### config.mk
export PLATFORM = sky130hd
export DESIGN_NAME = int_controller
export DESIGN_NICKNAME = d
export VERILOG_FILES = /design/src/rtl/cpu_int_pkg.sv /design/src/rtl/int_edge_latch.sv /design/src/rtl/int_controller.sv
export SDC_FILE = /design/constraint.sdc
export NUM_CORES = 1
export LEC_CHECK = 0
export CAP_MARGIN = 20
export CORE_MARGIN = 2
export CORE_UTILIZATION = 45
export DETAILED_ROUTE_END_ITERATION = 8
export GPL_TIMING_DRIVEN = 1
export PLACE_DENSITY = 0.92
export SYNTH_ARGS = -nofsm -noshare
export SYNTH_HDL_FRONTEND = slang
export SYNTH_HIERARCHICAL = 1
export SYNTH_SLANG_ARGS = --single-unit
export TNS_END_PERCENT = 50
### constraint.sdc
create_clock -name clk -period 3.3 [get_ports clk]
set_input_delay 0.33 -clock clk [delete_from_list [all_inputs] [get_ports clk]]
set_output_delay 0.33 -clock clk [all_outputs]
set_load 0.01 [all_outputs]
### src/rtl/cpu_int_pkg.sv
// cpu_int_pkg
//   Shared definitions for the CPU interrupt path. The interrupt controller and
//   the CPU control unit both use them.
//   - FSM state encoding of int_controller (IDLE / REQ / SERVICE)
//   - width of the interrupt id
//   - default vector base and stride used by the CPU control unit
//   - vec_addr(): base + id * stride, wrapped to the 10-bit address space
package cpu_int_pkg;

   localparam int INT_ID_W = 3;
   localparam int VEC_W    = 10;

   typedef logic [1:0] int_state_t;

   localparam logic [1:0] ST_IDLE    = 2'd0;
   localparam logic [1:0] ST_REQ     = 2'd1;
   localparam logic [1:0] ST_SERVICE = 2'd2;

   localparam logic [VEC_W-1:0] VEC_BASE_DEF   = 10'h3C0;
   localparam logic [VEC_W-1:0] VEC_STRIDE_DEF = 10'd16;

   // The arithmetic is done at VEC_W bits, so any overflow wraps modulo 2^10.
   function automatic logic [VEC_W-1:0] vec_addr(input logic [VEC_W-1:0]    base,
                                                 input logic [VEC_W-1:0]    stride,
                                                 input logic [INT_ID_W-1:0] id);
      logic [VEC_W-1:0] id_ext;
      id_ext = {{(VEC_W-INT_ID_W){1'b0}}, id};
      return base + id_ext * stride;
   endfunction

endpackage

### src/rtl/int_edge_latch.sv
// int_edge_latch
//   Edge detector and request latch for one interrupt source.
//   Ports:
//     clk, reset  system clock, synchronous active-high reset
//     irq_i       request line, synchronous to clk; a rising edge is a request
//     clr_i       clear pending (the controller has taken this source)
//     pend_o      request latched and not yet taken
//     ovf_o       sticky: an edge arrived while this source was already pending
module int_edge_latch (
   input  logic clk,
   input  logic reset,
   input  logic irq_i,
   input  logic clr_i,
   output logic pend_o,
   output logic ovf_o
);

   logic prev_q, prev_d;
   logic pend_q, pend_d;
   logic ovf_q,  ovf_d;
   logic edge_w;

   assign edge_w = irq_i & ~prev_q;

   always_comb begin
      prev_d = irq_i;
      // A new edge beats a clear in the same cycle, so a request is never lost.
      pend_d = edge_w | (pend_q & ~clr_i);
      // An edge in the clear cycle re-arms the source and is not an overflow.
      ovf_d  = ovf_q | (edge_w & pend_q & ~clr_i);
   end

   always_ff @(posedge clk) begin
      if (reset) begin
         prev_q <= 1'b0;
         pend_q <= 1'b0;
         ovf_q  <= 1'b0;
      end else begin
         prev_q <= prev_d;
         pend_q <= pend_d;
         ovf_q  <= ovf_d;
      end
   end

   assign pend_o = pend_q;
   assign ovf_o  = ovf_q;

endmodule

### src/rtl/int_controller.sv
// int_controller
//   Interrupt requester for the monocycle CPU. It latches rising-edge requests
//   from N_SRC sources and picks a winner by fixed priority (source 0 is the
//   highest). The winner's jump vector is offered through a req/ack/ret
//   handshake. The CPU pushes and pops the PC itself.
//
//   Handshake: int_req stays high in REQ. int_id and int_vec are frozen while
//   it is high. The first cycle with int_ack=1 takes the request, and the block
//   moves to SERVICE (int_act=1). It stays there until int_ret=1. If int_en
//   drops before an ack, the offer is withdrawn and the request stays pending.
//   An ack in that same cycle still takes the request. int_ack outside REQ and
//   int_ret outside SERVICE have no effect.
//
//   Ports:
//     clk, reset  system clock, synchronous active-high reset
//     irq_src     peripheral request lines (rising edge = request)
//     int_en      CPU global interrupt enable
//     mask_we     mask write strobe; mask_wd is the new mask (1 = enabled)
//     int_ack     CPU took the vector
//     int_ret     CPU executed return-from-interrupt
//     int_req     request to the CPU
//     int_vec     jump address; valid while int_req=1
//     int_id      source being offered or serviced
//     int_act     a service routine is running
//     ovf         sticky per-source overflow flags
//     dbg_state   current FSM state (cpu_int_pkg encoding)
module int_controller
   import cpu_int_pkg::*;
#(
   parameter int                 N_SRC      = 4,
   parameter logic [VEC_W-1:0]   VEC_BASE   = VEC_BASE_DEF,
   parameter logic [VEC_W-1:0]   VEC_STRIDE = VEC_STRIDE_DEF,
   parameter logic [N_SRC-1:0]   MASK_RST   = {N_SRC{1'b1}}
) (
   input  logic                clk,
   input  logic                reset,
   input  logic [N_SRC-1:0]    irq_src,
   input  logic                int_en,
   input  logic                mask_we,
   input  logic [N_SRC-1:0]    mask_wd,
   input  logic                int_ack,
   input  logic                int_ret,
   output logic                int_req,
   output logic [VEC_W-1:0]    int_vec,
   output logic [INT_ID_W-1:0] int_id,
   output logic                int_act,
   output logic [N_SRC-1:0]    ovf,
   output logic [1:0]          dbg_state
);

   logic [N_SRC-1:0]    mask_q, mask_d;
   int_state_t          state_q, state_d;
   logic [INT_ID_W-1:0] id_q, id_d;
   logic [VEC_W-1:0]    vec_q, vec_d;

   logic [N_SRC-1:0]    pend_w;
   logic [N_SRC-1:0]    clr_w;
   logic [N_SRC-1:0]    eligible_w;
   logic [INT_ID_W-1:0] win_id_w;
   logic                take_w;

   // Per-source edge capture
   for (genvar g = 0; g < N_SRC; g++) begin : g_src
      int_edge_latch u_latch (
         .clk    (clk),
         .reset  (reset),
         .irq_i  (irq_src[g]),
         .clr_i  (clr_w[g]),
         .pend_o (pend_w[g]),
         .ovf_o  (ovf[g])
      );
   end

   // Masked sources keep their pending bit. They are only left out of arbitration.
   assign eligible_w = pend_w & mask_q;

   // Priority encoder. The loop runs downward, so the lowest set index wins.
   always_comb begin
      win_id_w = '0;
      for (int i = N_SRC - 1; i >= 0; i--) begin
         if (eligible_w[i]) win_id_w = INT_ID_W'(i);
      end
   end

   always_comb begin
      mask_d = mask_we ? mask_wd : mask_q;
   end

   // FSM
   always_comb begin
      state_d = state_q;
      id_d    = id_q;
      vec_d   = vec_q;
      take_w  = 1'b0;
      case (state_q)
         ST_IDLE: begin
            if (int_en && (|eligible_w)) begin
               state_d = ST_REQ;
               id_d    = win_id_w;
               vec_d   = vec_addr(VEC_BASE, VEC_STRIDE, win_id_w);
            end
         end
         ST_REQ: begin
            // The ack is tested first, so it wins over int_en dropping in the same cycle.
            if (int_ack) begin
               state_d = ST_SERVICE;
               take_w  = 1'b1;
            end else if (!int_en) begin
               state_d = ST_IDLE;
            end
         end
         ST_SERVICE: begin
            if (int_ret) state_d = ST_IDLE;
         end
         default: state_d = ST_IDLE;
      endcase
   end

   always_comb begin
      clr_w = '0;
      for (int i = 0; i < N_SRC; i++) begin
         clr_w[i] = take_w && (id_q == INT_ID_W'(i));
      end
   end

   always_ff @(posedge clk) begin
      if (reset) begin
         mask_q  <= MASK_RST;
         state_q <= ST_IDLE;
         id_q    <= '0;
         vec_q   <= VEC_BASE;
      end else begin
         mask_q  <= mask_d;
         state_q <= state_d;
         id_q    <= id_d;
         vec_q   <= vec_d;
      end
   end

   assign int_req   = (state_q == ST_REQ);
   assign int_act   = (state_q == ST_SERVICE);
   assign int_id    = id_q;
   assign int_vec   = vec_q;
   assign dbg_state = state_q;

endmodule

==> results.md, run 1 <==
* H-tree depth at 1
* Final Hold Fails at 0
* Post-synthesis sequential area ratio at 0.4501
* First-pass GRT wire length at 3.229 mm
* Worst VDD drop at 0.2219 mV
* Die footprint at 2348 um2
* DRC viols at 0
* Finished Cell Area at 1136 um2
* Multi-input gate area at 406.6 um2
* Library cells used by synthesis at 24
* Final period util at 0.5353
* Mux contribution to synthesized area at 0.04501
* Cell Area, Synth at 889.6 um2
* Crit path capture: int_req
* CTS Hold Buffers Added at 0
* Tot GR Track Use at 0.1759
* Largest family of logic cells by synthesized area: simple AND/OR/NAND/NOR gates
* EDFF count, synth at 0
* Worst skew pair latency at 0.30 ns
* GPL Wtd Cong at 0.7519
* Most frequent cells in the layout: clkdlybuf4s50_1 (25), dfxtp_1 (20), a21oi_1 (10)
* Synth Instances at 96
* Clock skew at 0.001640 ns
* Relative slew slack at 0.6596
* Most used DFF post-synth: dfxtp_1
* FF-to-FF setup slack at 1.98 ns
* Pre-antenna DRT Iters at 4
* CP endpoint kind: output port
* HPWL Detailed at 1.395 mm
* CTS clk-pin slew, worst paths at 0.10 ns
* Synthesized-area fraction occupied by adder cells at 0
* Clock Sink Count at 20
* Post-route ant nets at 0
* Top post-synthesis cells by area: dfxtp_1 (45%), buf_4 (9.3%), nand2b_1 (6.3%)
* Final Critical Period at 1.767 ns
* YS warnings at 6
* Drt total wl at 1.859 mm
* # diodes at 0
* Fill count at 159
* Synth Area in Compound Gates at 0.1195
* Setup violations, final at 0
* Via/cell ratio at 5.007
* Max-Cap Viols at 0
* Dpl cell area at 1114 um2
* LEAKAGE at 0.4488 nW
* Commonest non-fill, non-tap cell in the layout: clkdlybuf4s50_1
* Die W at 48.46 um
* Avg Cell Area, Syn at 9.267 um2
* CP arrival at 1.44 ns
* Reg2reg path depth at 5
* Post-cts repair resize count at 0
* Worst-path fanout max at 4
* Die Span Y at 48.46 um
* Worst reg2reg startpoint: dbg_state[1]
* Total power draw at 0.0004743 W
* Register Area at 400.4 um2
* Via count at 731
* RR Endpoint: g_src[2].u_latch/ovf_o
* Worst Hold Class: flip-flop to flip-flop
* Core ar. at 1922 um2
* FMAX at 566.1 MHz
* Critical path class: flip-flop to output port
* Nets at 135
* P per Cell Area at 417.5 nW/um2
* Largest net degree at the start of global routing at 16
* Unrepaired setup endpoints after global routing: false
* GRT overflow at 0
* Sum Neg Setup Slack at 0 ns
* Synthesis-stage register bit count at 20
* Synth Area in Simple Gates at 0.2546
* Synth async-reset ratio at 0
* Rows at 16
* Vias in the first global route at 774
* CTS tree: yes
* Max Slew Vio Count at 0
* Area leader, netlist: dfxtp_1
* IO Count at 35
* Worst path required time at 2.97 ns
* Worst-Margin Slew at 0.5090 ns
* Final Core Density at 0.5911
* Buffers on Ports at 25
* Outcome: finished, final reports clean
* Iter 0 DRT Violations at 11
* Worst setup SP type: flip-flop
* Hold_ws at 0.4509 ns
* CTS root buffer: clkbuf_4
* DR WL/cell at 12.73 um
* Initial antenna violation count at 0
* XOR/XNOR Fraction of Synth Area at 0
* Max Root-Sink Buffers at 2
* Yosys top cell area share at 0.4501
* CTS Buf Count at 3
* Share of cells above drive strength 1 at 0.06723
* Starting Density at 0.4629
* Beginning of the critical path: dbg_state[1]
* Area Growth Syn to Fin at 27.71%
* Buffers inserted by post-CTS timing repair at 0
-- power breakdown --
part           internal, W  switching (W)  leakage [nW]
registers         0.000257      0.0000146         0.165
clock network    0.0000426      0.0000702        0.0138
logic            0.0000507      0.0000390         0.270
-- synthesized netlist by cell type, drive strengths merged, types with 2 or more instances --
| cell type | instances |
|---|---|
| a21oi | 11 |
| a22oi | 2 |
| and2b | 2 |
| buf | 11 |
| conb | 2 |
| dfxtp | 20 |
| inv | 6 |
| mux2i | 4 |
| nand2 | 8 |
| nand2b | 9 |
| nand4bb | 4 |
| nor2 | 2 |
| nor2b | 4 |
| nor3b | 2 |
-- cell type report --
cell class	count	share of cell area
multi-input combinational	65	0.3579
inverter	6	0.01982
sequential	20	0.3524
tap	27	0.02974
clock buffer	3	0.01982
timing repair buffer	25	0.2203
-- worst min path at each step --
stage / to / start / cells after the start / slack [ns]
3_3_place_gp: g_src[1].u_latch/ovf_o / g_src[1].u_latch/ovf_o / 2 / 0.44
5_1_grt: g_src[1].u_latch/ovf_o / g_src[1].u_latch/ovf_o / 2 / 0.48
4_1_cts: g_src[0].u_latch/ovf_o / g_src[0].u_latch/ovf_o / 2 / 0.45
3_5_place_dp: g_src[0].u_latch/ovf_o / g_src[0].u_latch/ovf_o / 2 / 0.44
2_1_floorplan: dbg_state[1] / reset / 1 / 0.40
6_report: g_src[0].u_latch/ovf_o / g_src[0].u_latch/ovf_o / 2 / 0.45
-- metal layers --
layer	track usage	part of all wire	vias up
li1	-	-	354
met1	0.1745	0.41	337
met2	0.3171	0.53	36
met3	0.05247	0.046	4
met4	0.1143	0.015	0
met5	0	0	-
-- through the flow --
stage	instances	setup WS (ns)
4_1_cts	146	1.533
5_1_grt	146	1.467
3_5_place_dp	143	1.653
2_1_floorplan	103	2.090
3_3_place_gp	143	1.676
6_report	146	1.533
-- worst max-delay path, cell delays in order (launching register included) --
cell             delay [ns]
dfxtp_1                0.35
and2b_2                0.25
clkdlybuf4s50_1        0.54
-- logic make-up (layout without fill, tap and decap cells) --
logic type	Yosys count	after routing
and+or+nand+nor	35	35
DFF	20	20
buffers and inverters	18	34
AOI/OAI and AO/OA	17	17
muxes	4	4
other	2	9
-- registers in the layout, indices dropped and copies added, names as in the netlist --
| register | flops |
|---|---|
| g_src.u_latch/ovf_o | 4 |
| mask_q | 4 |
| g_src.u_latch/prev_q | 4 |
| dbg_state | 2 |
| g_src.u_latch/pend_o | 4 |
| int_vec | 2 |
(Power assumes the default switching activity.)
==> run 2: changes to the inputs <==
- CORE_UTILIZATION: 45 -> 38
- PLACE_DENSITY: 0.92 -> 0.84
- clock period: 3.3 -> 1.5 ns (I/O delays scaled with it)
==> results.md, run 2 (synthesized netlist as in run 1, its figures left out) <==
* Worst path cell trace: clkdlybuf4s50_1
* Rows at 17
* HPWL Detailed at 1.341 mm
* Worst Hold Class: flip-flop to flip-flop
* Die W at 52.39 um
* Largest net degree at the start of global routing at 14
* H-tree depth at 1
* # diodes at 0
* First-pass GRT wire length at 2.884 mm
* Buffers on Ports at 25
* Worst-path fanout max at 7
* Via count at 726
* Area Growth Syn to Fin at 28.69%
* Commonest non-fill, non-tap cell in the layout: clkdlybuf4s50_1
* Final Hold Fails at 0
* CTS Hold Buffers Added at 0
* CP delay by family, top: buffers and inverters
* CP endpoint kind: output port
* Core ar. at 2212 um2
* Iter 0 DRT Violations at 26
* Multi-input gate area at 406.6 um2
* Sum Neg Setup Slack at 0 ns
* Worst skew pair latency at 0.28 ns
* Buffers inserted by post-CTS timing repair at 0
* Initial antenna violation count at 0
* CTS tree: yes
* Slowest CP cell: clkdlybuf4s50_1
* Die footprint at 2744 um2
* Setup violations, final at 0
* Fill count at 207
* Via/cell ratio at 4.905
* CTS clk-pin slew, worst paths at 0.10 ns
* Final period util at 0.9247
* Most frequent cells in the layout: clkdlybuf4s50_1 (23), dfxtp_1 (18), a21oi_1 (10)
* Share of cells above drive strength 1 at 0.09167
* Clock Sink Count at 20
* DR WL/cell at 11.60 um
* Nets at 136
* CTS root buffer: clkbuf_4
* Starting Density at 0.4021
* CP bufs+invs at 1
* Vias in the first global route at 667
* CTS Buf Count at 3
* Worst setup SP type: flip-flop
* CP max stage delay at 0.55 ns
* Max Root-Sink Buffers at 2
* Register Area at 402.9 um2
* Hold_ws at 0.4501 ns
* FMAX at 720.9 MHz
* Max Slew Vio Count at 0
* P per Cell Area at 897.5 nW/um2
* Post-route ant nets at 0
* Final Core Density at 0.5175
* Max-Cap Viols at 0
* GPL Wtd Cong at 0.7983
* Tot GR Track Use at 0.1378
* Pre-antenna DRT Iters at 4
* Clock skew at 0.004854 ns
* GRT overflow at 0
* Final Critical Period at 1.387 ns
* Outcome: finished, final reports clean
* DRC viols at 0
* Worst path required time at 1.35 ns
* Worst VDD drop at 0.3812 mV
* Die Span Y at 52.39 um
* LEAKAGE at 0.4630 nW
* Critical path class: flip-flop to output port
* CP arrival at 1.24 ns
* Unrepaired setup endpoints after global routing: false
* Drt total wl at 1.717 mm
* IO Count at 35
run 2: cell types whose count changed in the layout (fill, tap and decap cells not counted):
cell	delta
dfxtp_1	-2
clkdlybuf4s50_1	-2
dlygate4sd2_1	+2
dfxtp_2	+2
buf_4	+1
run 2: path summary, 6_finish.rpt:
check | from | endpoint | slack, ns | cells past startpoint
min | g_src[1].u_latch/ovf_o | g_src[1].u_latch/ovf_o | 0.45 | 2
max reg2reg | dbg_state[1] | g_src[2].u_latch/ovf_o | 0.18 | 5
max | int_vec[5] | int_id[1] | 0.11 | 1
min reg2reg | g_src[1].u_latch/ovf_o | g_src[1].u_latch/ovf_o | 0.45 | 2
run 2: cell type report:
type	count	share of cell area
clock buffer	3	0.01967
sequential	20	0.3519
timing repair buffer	26	0.2230
tap	28	0.03060
inverter	6	0.01967
multi-input combinational	65	0.3552
run 2: power breakdown:
part	switching, W	total (W)	internal (W)
registers	0.0000298	0.000596	0.000567
logic	0.0000843	0.000195	0.000111
clock network	0.000143	0.000236	0.0000931
run 2: metal layers:
metal,vias to the layer above,track usage,part of all wire,wire length [um]
met2,30,0.2438,0.51,876
li1,351,-,-,-
met4,0,0.03846,0.0029,5
met5,-,0,0,0
met1,343,0.1684,0.42,722
met3,2,0.02571,0.065,112
run 2: stage by stage:
step           instances  power (W)  worst slack (ns)  instance area, um2
3_3_place_gp         145  0.0007971           0.08529                1122
6_report             148   0.001028            0.1129                1145
3_5_place_dp         145  0.0008043           0.06594                1122
4_1_cts              148   0.001034           0.03091                1142
2_1_floorplan        103  0.0007220            0.2901               915.9
5_1_grt              148   0.001088           0.05407                1145
run 2: repair_timing:
action,4_1_cts,5_1_grt
pin swaps,0,0
resized for setup,2,2
setup endpoints to repair,2,4
run 2: worst min-delay path: stages, from the launching register on:
cell and delay (ns):
dfxtp_1 0.32, inv_1 0.04, a21oi_1 0.05
